File: config.mk
export PLATFORM = sky130hd
export DESIGN_NAME = mem_read_ctrl
export DESIGN_NICKNAME = d
export VERILOG_FILES = /design/src/rtl/mem_read_ctrl_pkg.sv /design/src/rtl/mem_read_ctrl_reg32.sv /design/src/rtl/mem_read_ctrl.sv
export SDC_FILE = /design/constraint.sdc
export NUM_CORES = 1
export LEC_CHECK = 0
export CAP_MARGIN = 20
export CORE_MARGIN = 2
export CORE_UTILIZATION = 30
export CTS_CLUSTER_SIZE = 14
export DETAILED_ROUTE_END_ITERATION = 10
export SYNTH_ARGS = -nofsm -noshare
export SYNTH_HDL_FRONTEND = slang
export SYNTH_SLANG_ARGS = --single-unit
export TNS_END_PERCENT = 100
File: constraint.sdc
create_clock -name clk -period 2.4 [get_ports clk]
set_input_delay 0.48 -clock clk [delete_from_list [all_inputs] [get_ports clk]]
set_output_delay 0.48 -clock clk [all_outputs]
set_load 0.01 [all_outputs]
File: src/rtl/mem_read_ctrl_pkg.sv
// Shared definitions for the memory read controller and the memory models that talk to it.
package mem_read_ctrl_pkg;

  localparam int unsigned DefaultDataW = 32;
  localparam int unsigned DefaultAddrW = 9;
  localparam int unsigned CntW         = 8;

  typedef enum logic [1:0] {
    StIdle  = 2'b00,
    StIssue = 2'b01,
    StWait  = 2'b10,
    StDone  = 2'b11
  } rd_state_e;

  // Saturating increment so a long stall can never wrap the wait counter.
  function automatic logic [CntW-1:0] sat_inc(input logic [CntW-1:0] v);
    return (v == '1) ? v : v + 1'b1;
  endfunction

endpackage

File: src/rtl/mem_read_ctrl_reg32.sv
// Data register with load enable and asynchronous active-high clear.
module mem_read_ctrl_reg32 #(
  parameter int unsigned Width = 32
) (
  input  logic             clk,
  input  logic             clr,
  input  logic             en,
  input  logic [Width-1:0] d,
  output logic [Width-1:0] q
);

  logic [Width-1:0] data_q;

  always_ff @(posedge clk or posedge clr) begin
    if (clr) begin
      data_q <= '0;
    end else if (en) begin
      data_q <= d;
    end
  end

  assign q = data_q;

endmodule

File: src/rtl/mem_read_ctrl.sv
// Single-word read controller: issues one memory read per request, with ack timeout.
module mem_read_ctrl
  import mem_read_ctrl_pkg::*;
#(
  parameter int unsigned DATA_W  = DefaultDataW,
  parameter int unsigned ADDR_W  = DefaultAddrW,
  parameter int unsigned TIMEOUT = 15
) (
  input  logic              clk,
  input  logic              clr,
  input  logic              rd_req,
  input  logic [ADDR_W-1:0] rd_addr,
  output logic              rd_busy,
  output logic              rd_valid,
  output logic [DATA_W-1:0] rd_data,
  output logic              rd_err,
  output logic [ADDR_W-1:0] mem_addr,
  output logic              mem_rd,
  input  logic              mem_ack,
  input  logic [DATA_W-1:0] mem_data
);

  localparam logic [CntW-1:0] TimeoutCnt = CntW'(TIMEOUT);

  rd_state_e         state_q, state_d;
  logic [CntW-1:0]   cnt_q, cnt_d, cnt_inc;
  logic [ADDR_W-1:0] mem_addr_q, mem_addr_d;
  logic              rd_valid_q, rd_valid_d;
  logic              rd_err_q, rd_err_d;
  logic              mem_rd_q, mem_rd_d;
  logic              data_en;
  logic              timeout_hit;

  always_comb begin
    state_d     = state_q;
    cnt_d       = '0;
    mem_addr_d  = mem_addr_q;
    rd_valid_d  = 1'b0;
    rd_err_d    = rd_err_q;
    mem_rd_d    = 1'b0;
    data_en     = 1'b0;
    cnt_inc     = sat_inc(cnt_q);
    timeout_hit = (cnt_inc == TimeoutCnt);

    unique case (state_q)
      StIdle: begin
        if (rd_req) begin
          state_d    = StIssue;
          mem_addr_d = rd_addr;
          rd_err_d   = 1'b0;
          mem_rd_d   = 1'b1;
        end
      end
      StIssue: begin
        state_d  = StWait;
        mem_rd_d = 1'b1;
      end
      StWait: begin
        // Ack takes priority over a timeout landing in the same cycle.
        if (mem_ack) begin
          data_en    = 1'b1;
          state_d    = StDone;
          rd_valid_d = 1'b1;
        end else if (timeout_hit) begin
          state_d  = StIdle;
          rd_err_d = 1'b1;
        end else begin
          cnt_d    = cnt_inc;
          mem_rd_d = 1'b1;
        end
      end
      StDone: begin
        state_d = StIdle;
      end
      default: begin
        state_d = StIdle;
      end
    endcase
  end

  always_ff @(posedge clk or posedge clr) begin
    if (clr) begin
      state_q    <= StIdle;
      cnt_q      <= '0;
      mem_addr_q <= '0;
      rd_valid_q <= 1'b0;
      rd_err_q   <= 1'b0;
      mem_rd_q   <= 1'b0;
    end else begin
      state_q    <= state_d;
      cnt_q      <= cnt_d;
      mem_addr_q <= mem_addr_d;
      rd_valid_q <= rd_valid_d;
      rd_err_q   <= rd_err_d;
      mem_rd_q   <= mem_rd_d;
    end
  end

  mem_read_ctrl_reg32 #(
    .Width (DATA_W)
  ) u_data_reg (
    .clk (clk),
    .clr (clr),
    .en  (data_en),
    .d   (mem_data),
    .q   (rd_data)
  );

  assign rd_busy  = (state_q != StIdle);
  assign rd_valid = rd_valid_q;
  assign rd_err   = rd_err_q;
  assign mem_addr = mem_addr_q;
  assign mem_rd   = mem_rd_q;

endmodule

==> run_results.csv, run 1 <==
group,metric,value,unit
floorplan,die_x,91.3,µm
pwr,ir_drop,0.000547,V
worst_hold_path,hold_class,"reg2reg",
route,dr.pass1.iters,3,
worst_hold_path,hold_start,"state_q[1]",
timing,period_needed,2070,ps
logic_synthesis,synthTopCellsByArea,"dfrtp_1 59%, mux2_2 20%, buf_6 2.0%",
route,vias,1569,
final_layout,diodes,0,
cts,clk_path_buf_depth,2,
cts,clkSlewWorstSetupHoldPaths,90,ps
setup_path,startpoint_type,"flip-flop",
global_routing,grt_pass1_vias,1607,
timing,clock.fmax,0.483,GHz
logic_synthesis,ys_seq_elements,54,
setup_path,worst_setup_path_end_kind,"output pin",
setup_path,timing.rr.start,"cnt_q[0]",
route,wirelength,4470,µm
setup_path,critPathMaxFanout,4,
timing,finalHoldViolCount,0,
timing,setup_viol,0,
logic_synthesis,synth_cells,159,
timing,max_slew_margin,68.8,%
logic_synthesis,synth-main-ff-cell,"dfrtp_1",
route,drt_iter0_markers,58,
cts,insertion_delay,300,ps
floorplan,initial_core_util,31.2,%
cts,clock_sinks,54,
logic_synthesis,synth_largest_type_area_fraction,59.1,%
logic_synthesis,synth_seq_area_share,59.1,%
global_routing,grt_antenna_before_repair,0,
cts,cts_resized,0,
cts,hold_buffers,0,
logic_synthesis,synth_area_leader_cell,"dfrtp_1",
final_layout,layout.cells.non_filler,351,
logic_synthesis,async_flop_share,100,%
global_routing,track_usage,11.4,%
final_layout,drive_above_1_share,25.4,%
logic_synthesis,synth.distinct_cells,37,
route,drc,0,
route,ant_nets,0,
setup_path,crit_type,"reg2out",
setup_path,required,1920,ps
cts,cts_tree,"done",
floorplan,core,7330,µm²
floorplan,die_h,91.3,µm
global_routing,grt_max_degree,35,
cts,cts-htree-levels,2,
placement,dp.cells,343,
final_layout,n_fill_cell,675,
global_routing,grt_pass1_wl,7550,µm
timing,finalCritPeriodShare,86.2,%
route,routedWlPerCell,12.7,µm
setup_path,reg2reg_slack,770,ps
logic_synthesis,synth_fp_nets,205,
cts,post-cts-setup-buffer-count,0,
timing,rsz0062_at_grt,"false",
setup_path,crit_arrival,1590,ps
final_layout,utilization,45.9,%
pwr,p_leak,1.38,nW
placement,io_buffers,89,
timing,tightest_slew,467,ps
floorplan,ioPinCount,90,
logic_synthesis,synth_enable_flop_cells,0,
run_status,status,"finished clean",
global_routing,grt-ovfl-total,0,
timing,slew_violations,0,
setup_path,worst_r2r_endpoint,"cnt_q[0]",
cts,cts_made_buffers,5,
final_layout,syn_to_final_growth,47.4,%
logic_synthesis,yosysWarnings,0,
logic_synthesis,synth_area_per_cell,14.4,µm²
timing,tns,0,ps
route,via_per_inst,4.47,
placement,hpwl,3280,µm
logic_synthesis,synthesis.area,2280,µm²
cts,clock-root-buffer,"clkbuf_8",
final_layout,final_nets,297,
worst_hold_path,min_to,"mem_rd",
setup_path,rr_worst_depth,5,
pwr,power_density,1110,nW/µm²
timing,fin_skew,7.92,ps
placement,gp_congestion,0.685,
job,maxCapViolations,0,
worst_hold_path,hold_depth,1,
floorplan,dieArea,8330,µm²
timing,whs,501,ps
floorplan,rows,31,
[placed cells by master, fill, tap and decap left out, types with 2 or more instances in the layout]
cell type,count
a21oi_1,3
a31oi_1,3
buf_12,2
clkbuf_8,5
clkdlybuf4s50_1,89
dfrtp_1,54
inv_1,7
mux2_2,41
nand2_1,2
nand3_1,3
nand4_1,2
nor2_1,7
nor2b_1,2
nor3_1,2
nor3_2,2
o21ai_0,2
o31ai_2,2
[state kept, by name, summed over array words and instances, names as in the netlist]
signal and cells:
u_data_reg.q 32, mem_addr 9, cnt_q 8, state_q 2, mem_rd 1, rd_err 1, rd_valid 1
[cells by family after synthesis]
family	after synthesis	share of synthesized area (%)
compound gates	17	6.74
xor+xnor	1	0.383
fa+ha+maj	1	0.548
buf+inv	14	3.83
flops	54	59.1
mux	41	20.2
simple gates	31	9.15
[stage by stage]
| stage | setup slack [ps] | power [W] | area (µm²) |
|---|---|---|---|
| floorplan | 605 | 0.00234 | 2280 |
| global placement | 631 | 0.00328 | 3280 |
| detailed placement | 608 | 0.00330 | 3280 |
| CTS | 300 | 0.00381 | 3370 |
| global route | 263 | 0.00398 | 3370 |
| finish | 331 | 0.00373 | 3370 |
[worst max-delay path by stage]
stage	start	slack, ps	end	depth (start not counted)
floorplan	clr	610	cnt_q[0]	1
global placement	mem_ack	630	u_data_reg.q[9]	4
detailed placement	mem_ack	610	u_data_reg.q[11]	4
CTS	state_q[1]	300	rd_busy	2
global route	state_q[1]	260	rd_busy	2
finish	state_q[1]	330	rd_busy	2
[synthesized netlist by cell type (all sizes together) (2+ instances only)]
library cell / n
dfrtp: 54
nand4: 2
inv: 8
o31ai: 2
nand3: 3
a31oi: 3
nand2: 3
a211oi: 2
nor2b: 2
and2b: 2
nor3: 4
nor2: 8
a21oi: 3
mux2: 41
buf: 6
o21ai: 5
[per-layer routing]
layer	vias up	wire length [µm]	track usage (%)
li1	742	-	-
met1	768	2030	14.6
met2	51	2080	17.8
met3	8	296	4.15
met4	0	68	4.17
met5	-	0	0
[worst max-delay path: stages, from the launching register on]
cell and delay [ps]:
dfrtp_1 420, or2_2 370, clkdlybuf4s50_1 500
[power by group]
group	internal (W)	switching [W]	total, W
combinational	0.00111	0.000631	0.00174
clock	0.000206	0.000277	0.000484
sequential	0.00130	0.000202	0.00150
total	0.00262	0.00111	0.00373
[final cells by class]
class                      instances  area (µm²)  share of cell area [%]
tap                               99         124                    3.68
sequential                        54        1350                    40.1
multi-input combinational         91         846                    25.1
inverter                           8        30.0                   0.892
clock buffer                       6        72.6                    2.15
timing repair buffer              91         931                    27.6
clock inverter                     2        13.8                   0.409
Note: power is estimated with default switching activity, not from simulation.
==> run 2, diff against run 1 <==
==> constraint.sdc (replaced) <==
create_clock -name clk -period 1.95 [get_ports clk]
set_input_delay 0.39 -clock clk [delete_from_list [all_inputs] [get_ports clk]]
set_output_delay 0.39 -clock clk [all_outputs]
set_load 0.01 [all_outputs]
==> run 2 against run 1 <==
  * Power grew 25%
  * Final cell count grew 0.28%
  * First-iteration DRC count shrank 52%
  * Sequential power grew 23%
  * Wire length grew 3.5%
  * Sequential share of layout area shrank 0.33 points
  * Setup slack lost 180 ps
  * Largest power group unchanged
==> run_results.csv, run 2 (synthesized netlist as in run 1, its figures left out) <==
group,metric,value,unit
timing,slew_violations,0,
final_layout,largest_register_ff_count,32,
cts,cts_tree,"done",
final_layout,final_nets,298,
floorplan,rows,31,
setup_path,required,1560,ps
cts,insertion_delay,310,ps
global_routing,grt_antenna_before_repair,0,
placement,dp.cells,344,
setup_path,timing.rr.start,"cnt_q[0]",
timing,tns,0,ps
cts,cts-htree-levels,2,
job,maxCapViolations,0,
route,dr.pass1.iters,4,
placement,hpwl,3270,µm
run_status,status,"finished clean",
worst_hold_path,hold_class,"in2async",
placement,gp_congestion,0.705,
setup_path,critPathMaxFanout,4,
pwr,power_density,1370,nW/µm²
route,wirelength,4630,µm
route,vias,1583,
setup_path,rr_worst_depth,5,
final_layout,drive_above_1_share,26.1,%
setup_path,crit_type,"reg2out",
cts,clk_path_buf_depth,2,
route,ant_nets,0,
route,drc,0,
global_routing,grt_max_degree,35,
global_routing,grt_pass1_wl,8130,µm
route,drt_iter0_markers,28,
final_layout,syn_to_final_growth,48.6,%
final_layout,mostFrequentLayoutCell,"clkdlybuf4s50_1",
final_layout,diodes,0,
timing,finalCritPeriodShare,92.0,%
cts,clock_sinks,54,
placement,io_buffers,89,
timing,period_needed,1790,ps
timing,fin_skew,5.80,ps
setup_path,crit_arrival,1400,ps
setup_path,worst_r2r_endpoint,"cnt_q[3]",
cts,cts_made_buffers,5,
cts,clock-root-buffer,"clkbuf_8",
route,routedWlPerCell,13.2,µm
floorplan,die_x,91.3,µm
setup_path,reg2reg_slack,320,ps
global_routing,grt_pass1_vias,1693,
timing,setup_viol,0,
final_layout,final_cell_mix,"88 x clkdlybuf4s50_1, 54 x dfrtp_1, 41 x mux2_2",
cts,clkSlewWorstSetupHoldPaths,100,ps
final_layout,layout.cells.non_filler,352,
route,via_per_inst,4.50,
pwr,ir_drop,0.000672,V
floorplan,dieArea,8330,µm²
floorplan,die_h,91.3,µm
timing,rsz0062_at_grt,"false",
floorplan,initial_core_util,31.2,%
timing,finalHoldViolCount,0,
floorplan,ioPinCount,90,
setup_path,startpoint_type,"flip-flop",
timing,tightest_slew,293,ps
timing,clock.fmax,0.558,GHz
timing,max_slew_margin,80.4,%
floorplan,core,7330,µm²
cts,post-cts-setup-buffer-count,0,
pwr,p_leak,1.39,nW
global_routing,grt-ovfl-total,0,
final_layout,utilization,46.3,%
setup_path,worst_setup_path_end_kind,"output pin",
global_routing,track_usage,12.1,%
-- run 2: worst max path at each step --
stage	cells after the start	end	start
after detailed placement	4	mem_addr[4]	rd_req
after CTS	2	rd_busy	state_q[1]
after global placement	4	u_data_reg.q[9]	mem_ack
after global routing	2	rd_busy	state_q[1]
after floorplan	1	cnt_q[0]	clr
final	2	rd_busy	state_q[1]
-- run 2: critical path: stages (launching register included) --
cell and delay (ps):
dfrtp_1 420, or2_2 370, dlygate4sd2_1 310
-- run 2: repair_timing --
action                     4_1_cts  5_1_grt
resized for setup                1        0
setup endpoints to repair        1        0
hold buffers                     0        0
-- run 2: power breakdown --
group,internal (W),total (W),switching (W)
registers,0.00160,0.00184,0.000240
logic,0.00136,0.00215,0.000787
clock network,0.000286,0.000656,0.000370
-- run 2: stage by stage --
step / power [W] / setup slack, ps / instance area (µm²) / hold slack, ps
after floorplan: 0.00288 / 245 / 2280 / 465
after CTS: 0.00474 / 142 / 3400 / 250
after global routing: 0.00498 / 99.3 / 3400 / 265
after global placement: 0.00404 / 268 / 3300 / 486
final: 0.00465 / 156 / 3400 / 258
after detailed placement: 0.00406 / 244 / 3300 / 493
-- run 2: metal layers --
layer | track usage [%] | share of wire [%] | vias to the layer above
met1 | 15.4 | 42 | 783
met5 | 0 | 0 | -
li1 | - | - | 743
met2 | 19.1 | 49 | 51
met3 | 4.48 | 7.6 | 6
met4 | 3.79 | 1.3 | 0
-- run 2: layout make-up --
| cell class | count | area (µm²) |
|---|---|---|
| timing repair buffer | 92 | 950 |
| fill | 675 | 3940 |
| tap | 99 | 124 |
| inverter | 8 | 30.0 |
| multi-input combinational | 91 | 846 |
| clock buffer | 6 | 82.6 |
| clock inverter | 2 | 12.5 |
| sequential | 54 | 1350 |
